==> src/rtl/multi_shift_sequencer_pkg.sv <==
// Shared constants for the multi-cycle shift sequencer and the nBitShifter code space.
package multi_shift_sequencer_pkg;

  localparam logic [1:0] IDLE  = 2'b00;
  localparam logic [1:0] SHIFT = 2'b01;
  localparam logic [1:0] DONE  = 2'b10;

  localparam logic [1:0] SH_LEFT  = 2'b00;
  localparam logic [1:0] SH_PASS  = 2'b01;
  localparam logic [1:0] SH_RIGHT = 2'b10;
  localparam logic [1:0] SH_ZERO  = 2'b11;

  typedef enum logic [1:0] {
    StIdle  = IDLE,
    StShift = SHIFT,
    StDone  = DONE
  } state_e;

endpackage

==> src/rtl/multi_shift_sequencer.sv <==
// Drives an external single-step shifter once per clock and accumulates its output,
// giving a 0..2^AMT_W-1 position logical shift behind a start/busy/done handshake.
module multi_shift_sequencer
  import multi_shift_sequencer_pkg::*;
#(
  parameter int unsigned N     = 4,
  parameter int unsigned AMT_W = 2
) (
  input  logic             clk,
  input  logic             reset,
  input  logic             start,
  input  logic             dir,
  input  logic [AMT_W-1:0] amount,
  input  logic             clr,
  input  logic [N-1:0]     dataIn,
  input  logic [N-1:0]     shifterOut,
  output logic [N-1:0]     Fout,
  output logic [1:0]       c,
  output logic             busy,
  output logic             done,
  output logic [N-1:0]     result
);

  state_e           state_q, state_d;
  logic [N-1:0]     acc_q, acc_d;
  logic [AMT_W-1:0] cnt_q, cnt_d;
  logic             dir_q, dir_d;

  always_ff @(posedge clk or posedge reset) begin
    if (reset) begin
      state_q <= StIdle;
      acc_q   <= '0;
      cnt_q   <= '0;
      dir_q   <= 1'b0;
    end else begin
      state_q <= state_d;
      acc_q   <= acc_d;
      cnt_q   <= cnt_d;
      dir_q   <= dir_d;
    end
  end

  // Shifter code kept in its own process so the acc -> shifter -> acc_d path
  // never feeds back into c.
  always_comb begin
    c = SH_PASS;
    unique case (state_q)
      StIdle:  c = (clr && !start) ? SH_ZERO : SH_PASS;
      StShift: c = dir_q ? SH_RIGHT : SH_LEFT;
      StDone:  c = SH_PASS;
      default: c = SH_PASS;
    endcase
  end

  always_comb begin
    state_d = state_q;
    acc_d   = acc_q;
    cnt_d   = cnt_q;
    dir_d   = dir_q;
    unique case (state_q)
      StIdle: begin
        if (start) begin
          acc_d   = dataIn;
          cnt_d   = amount;
          dir_d   = dir;
          state_d = (amount == '0) ? StDone : StShift;
        end else if (clr) begin
          acc_d = shifterOut;
        end
      end
      StShift: begin
        acc_d = shifterOut;
        cnt_d = cnt_q - AMT_W'(1);
        if (cnt_q == AMT_W'(1)) begin
          state_d = StDone;
        end
      end
      StDone: begin
        state_d = StIdle;
      end
      default: begin
        state_d = StIdle;
      end
    endcase
  end

  assign Fout   = acc_q;
  assign result = acc_q;
  assign busy   = (state_q != StIdle);
  assign done   = (state_q == StDone);

endmodule

==> config.mk <==
export PLATFORM = sky130hd
export DESIGN_NAME = multi_shift_sequencer
export DESIGN_NICKNAME = d
export VERILOG_FILES = /design/src/rtl/multi_shift_sequencer_pkg.sv /design/src/rtl/multi_shift_sequencer.sv
export SDC_FILE = /design/constraint.sdc
export NUM_CORES = 1
export LEC_CHECK = 0
export BUFFER_PORTS_ARGS = -buffer_cell sky130_fd_sc_hd__buf_4
export CAP_MARGIN = 5
export CORE_AREA = 2 2 39 41
export DETAILED_ROUTE_END_ITERATION = 6
export DIE_AREA = 0 0 41 43
export HOLD_SLACK_MARGIN = 0.06
export PLACE_DENSITY_LB_ADDON = 0.3
export SLEW_MARGIN = 20
export SYNTH_ARGS = -nofsm -noshare
export SYNTH_HDL_FRONTEND = slang
export SYNTH_SLANG_ARGS = --single-unit
export TNS_END_PERCENT = 10
==> constraint.sdc <==
create_clock -name clk -period 1.4 [get_ports clk]
set_input_delay 0.28 -clock clk [delete_from_list [all_inputs] [get_ports clk]]
set_output_delay 0.28 -clock clk [all_outputs]
set_load 0.05 [all_outputs]
==> impl_table.tex <==
\begin{tabular}{lr}
\hline
Metric & Value \\
\hline
\multicolumn{2}{l}{\textbf{CTS}} \\
\quad Reg clk slew, reported paths & 60 ps \\
\quad CTS Root Cell & clkbuf\_4 \\
\quad Number of buffers between clock root and the deepest sink & 2 \\
\quad Number of H-tree levels & 1 \\
\quad TritonCTS Sinks & 9 \\
\quad CTS Buf Count & 3 \\
\quad CTS tree & built \\
\quad Insertion delay of the later-clocked pin in the worst-skew pair & 260 ps \\
\multicolumn{2}{l}{\textbf{Drt}} \\
\quad WL/cell & 11.6 um \\
\quad Post-detailed-route count of antenna-violating nets & 0 \\
\quad Vias after detailed routing & 463 \\
\quad Remaining routing DRC violations & 0 \\
\quad Ratio of routed vias to standard cells & 4.77 \\
\quad Detailed Routing Iterations Pass 1 & 3 \\
\quad Drt total wl & 1130 um \\
\quad Drt first-iter violations & 4 \\
\multicolumn{2}{l}{\textbf{Setup path}} \\
\quad Buf/Inv on CP & 2 \\
\quad Cell occurring most often along the worst timing path & buf\_6 \\
\quad R2R Path Start & state\_q[0] \\
\quad Nature of the critical path startpoint & register \\
\quad Required @ worst endpoint & 1120 ps \\
\quad Largest delay contributor family on the critical path & flip-flops \\
\quad Maximum fanout count along the critical path & 4 \\
\quad Kind of end point of the critical path & output port \\
\quad Cell chain of the critical path & buf\_6 > a22oi\_2 > nor2\_2 > buf\_6 \\
\quad Critical-path top delay cell & dfrtp\_2 \\
\quad Reg2reg setup slack & -80 ps \\
\quad Worst Reg2Reg Path Length in Cells & 4 \\
\quad Worst EP arrival & 1210 ps \\
\quad Worst setup path category & register to output port \\
\quad Largest incremental delay on the critical path & 450 ps \\
\quad End of the worst register-to-register path & Fout[3] \\
\multicolumn{2}{l}{\textbf{Worst hold path}} \\
\quad Worst Hold End & dir\_q \\
\quad Worst min-delay path startpoint & dir \\
\quad Worst hold path cell count & 2 \\
\quad Hold crit path type & input pin to register \\
\multicolumn{2}{l}{\textbf{Finish}} \\
\quad Count of fill cells added during filler insertion & 121 \\
\quad Non-filler cells, final & 97 \\
\quad Register Area & 228 um\^{}2 \\
\quad Finished Cell Area & 845 um\^{}2 \\
\quad Share of final-layout standard cells stronger than drive strength 1 & 64.2\% \\
\quad Area of the multi-input gates & 294 um\^{}2 \\
\quad Count of inserted antenna diode cells & 0 \\
\quad Layout overhead on the synthesized area & 53.1\% \\
\quad Post-layout utilization of the core & 61.0\% \\
\quad Fin nets & 98 \\
\multicolumn{2}{l}{\textbf{Yosys}} \\
\quad Top cells by instance count after synthesis & dfrtp\_1, mux2\_2, nor2\_1, o21ai\_0 \\
\quad Post-synthesis instance area & 552 um\^{}2 \\
\quad Portion of synthesized cell area occupied by the leading cell type & 40.8\% \\
\quad Avg Inst Size Synth & 10.6 um\^{}2 \\
\quad Synthesized netlist cell count & 52 \\
\quad Most common flop cell mapped by yosys & dfrtp\_1 \\
\quad Post-synthesis sequential area ratio & 40.8\% \\
\quad Cell with the most instances after synthesis & dfrtp\_1 \\
\quad Syn nets & 68 \\
\quad Synth async-reset ratio & 100\% \\
\quad Register bit total from synthesis & 9 \\
\quad Area contributors post-synth & dfrtp\_1, mux2\_4, mux2\_2 \\
\quad Number of distinct library cell variants in the gate-level netlist after synthesis & 18 \\
\quad Total of warnings raised by yosys & 0 \\
\quad Number of enable flip-flop cells after synthesis & 0 \\
\quad Yosys top cell by area & dfrtp\_1 \\
\multicolumn{2}{l}{\textbf{Status}} \\
\quad Violated checks & setup timing \\
\quad Result of the run & complete, but fails checks \\
\multicolumn{2}{l}{\textbf{Placed design}} \\
\quad Number of placed instances, taps included & 90 \\
\quad Count of buffers from port buffering & 26 \\
\quad Setup Slack @ Placement & 14.0 ps \\
\quad Final HPWL from detailed placement & 872 um \\
\quad Gp weighted congestion & 0.718 \\
\quad Placed instance area & 738 um\^{}2 \\
\multicolumn{2}{l}{\textbf{Global routing}} \\
\quad Total overflow reported by the global router & 0 \\
\quad Vias in the first global route & 410 \\
\quad Total routing usage reported by global routing & 15.1\% \\
\quad Maximum number of pins on one net before global-route repair & 12 \\
\quad First-pass GRT wire length & 1770 um \\
\quad Antenna violations before repair & 0 \\
\multicolumn{2}{l}{\textbf{STA}} \\
\quad Max frequency & 672 MHz \\
\quad Largest clock skew in the final design & 7.74 ps \\
\quad Worst-case setup margin in the final layout & -87.7 ps \\
\quad Worst Tran Pin Value & 350 ps \\
\quad Max-slew violation count & 0 \\
\quad Share of the clock period used by the worst path & 106\% \\
\quad Post-Route Hold Slack & 253 ps \\
\quad Final number of hold-violating endpoints & 0 \\
\quad Slew headroom & 76.7\% \\
\quad RSZ-0062 raised after global routing & true \\
\quad Period minus WS final & 1490 ps \\
\quad Final setup violation count & 7 \\
\quad Sum of negative setup slack & -415 ps \\
\multicolumn{2}{l}{\textbf{Flow run}} \\
\quad Number of violations of the max-capacitance limit & 0 \\
\multicolumn{2}{l}{\textbf{Floorplan}} \\
\quad Count of boundary I/O pins & 27 \\
\quad Horizontal extent of the die & 41 um \\
\quad Full die area & 1760 um\^{}2 \\
\quad Core Area & 1380 um\^{}2 \\
\quad Cell row count & 14 \\
\quad Die H & 43 um \\
\quad Initial standard-cell utilization of the core & 39.9\% \\
\multicolumn{2}{l}{\textbf{Power and ir drop}} \\
\quad Total Power Consumption & 2.33 mW \\
\quad Leakage power total & 0.424 nW \\
\quad Cell Pwr Density & 2750 nW/um\^{}2 \\
\quad Maximum vdd drop & 1.50 mV \\
\hline
\end{tabular}
[cells by family after synthesis]
| logic type | synth area share, % |
|---|---|
| compound gates | 10.4 |
| flops | 40.8 |
| mux | 21.1 |
| buf+inv | 12.2 |
| simple gates | 13.2 |
| fa+ha+maj | 2.27 |
[registers in the layout, summed over array words and instances, names as in the netlist]
| signal | count |
|---|---|
| Fout | 4 |
| cnt_q | 2 |
| state_q | 2 |
| dir_q | 1 |
[placed cells by master (no fill, tap or decap)]
cell type and instances:
buf_4 25, nor3_1 1, nor2b_2 1, nand2_1 1, a21oi_1 2, nor2b_4 1, nor2_2 3, ha_1 1
buf_6 6, nor2_4 1, nor2_1 2, a22oi_2 1, o21ai_0 5, a22oi_1 2, clkbuf_1 1, dfrtp_2 2
nand2b_1 2, nor2b_1 1, inv_1 3, clkbuf_4 3, mux2_2 1, dfrtp_1 7, dlygate4sd3_1 1, mux2_4 8
[worst max-delay path by stage]
stage / start / cells past startpoint / to
finish: state_q[0] / 4 / c[1]
global route: state_q[0] / 4 / c[1]
CTS: state_q[0] / 4 / Fout[3]
detailed placement: state_q[0] / 3 / Fout[1]
global placement: state_q[0] / 3 / Fout[0]
floorplan: state_q[0] / 4 / c[1]
[worst register-to-register path: stages (launching register included)]
cell and delay, ps:
dfrtp_2 450, buf_6 130, nor2b_4 200, mux2_4 320, mux2_4 250
[per-layer routing]
layer	track usage [%]	wire, um	vias to the layer above
met1	18.7	456	216
met3	4.71	71	0
met5	0	0	-
met4	6.00	0	0
met2	23.4	597	15
li1	-	-	232
[where the power goes]
group          internal [mW]  switching, mW  leakage, nW
Combinational          0.653          0.946        0.304
Clock                  0.110         0.0897       0.0150
Sequential             0.394          0.132        0.106
[what timing repair did]
action / in CTS / in global routing
buffers inserted: 1 / 1
gates resized for setup: 8 / 8
hold buffers: 1 / 0
hold endpoints to repair: 9 / 0
setup endpoints to repair: 4 / 8
[area by class of cell]
class	count	area share, %
Multi-Input combinational cell	33	34.8
Timing Repair Buffer	32	31.4
Inverter	3	1.33
Tap cell	16	2.37
Clock buffer	4	3.11
Sequential cell	9	27.0
(Power assumes the default switching activity.)
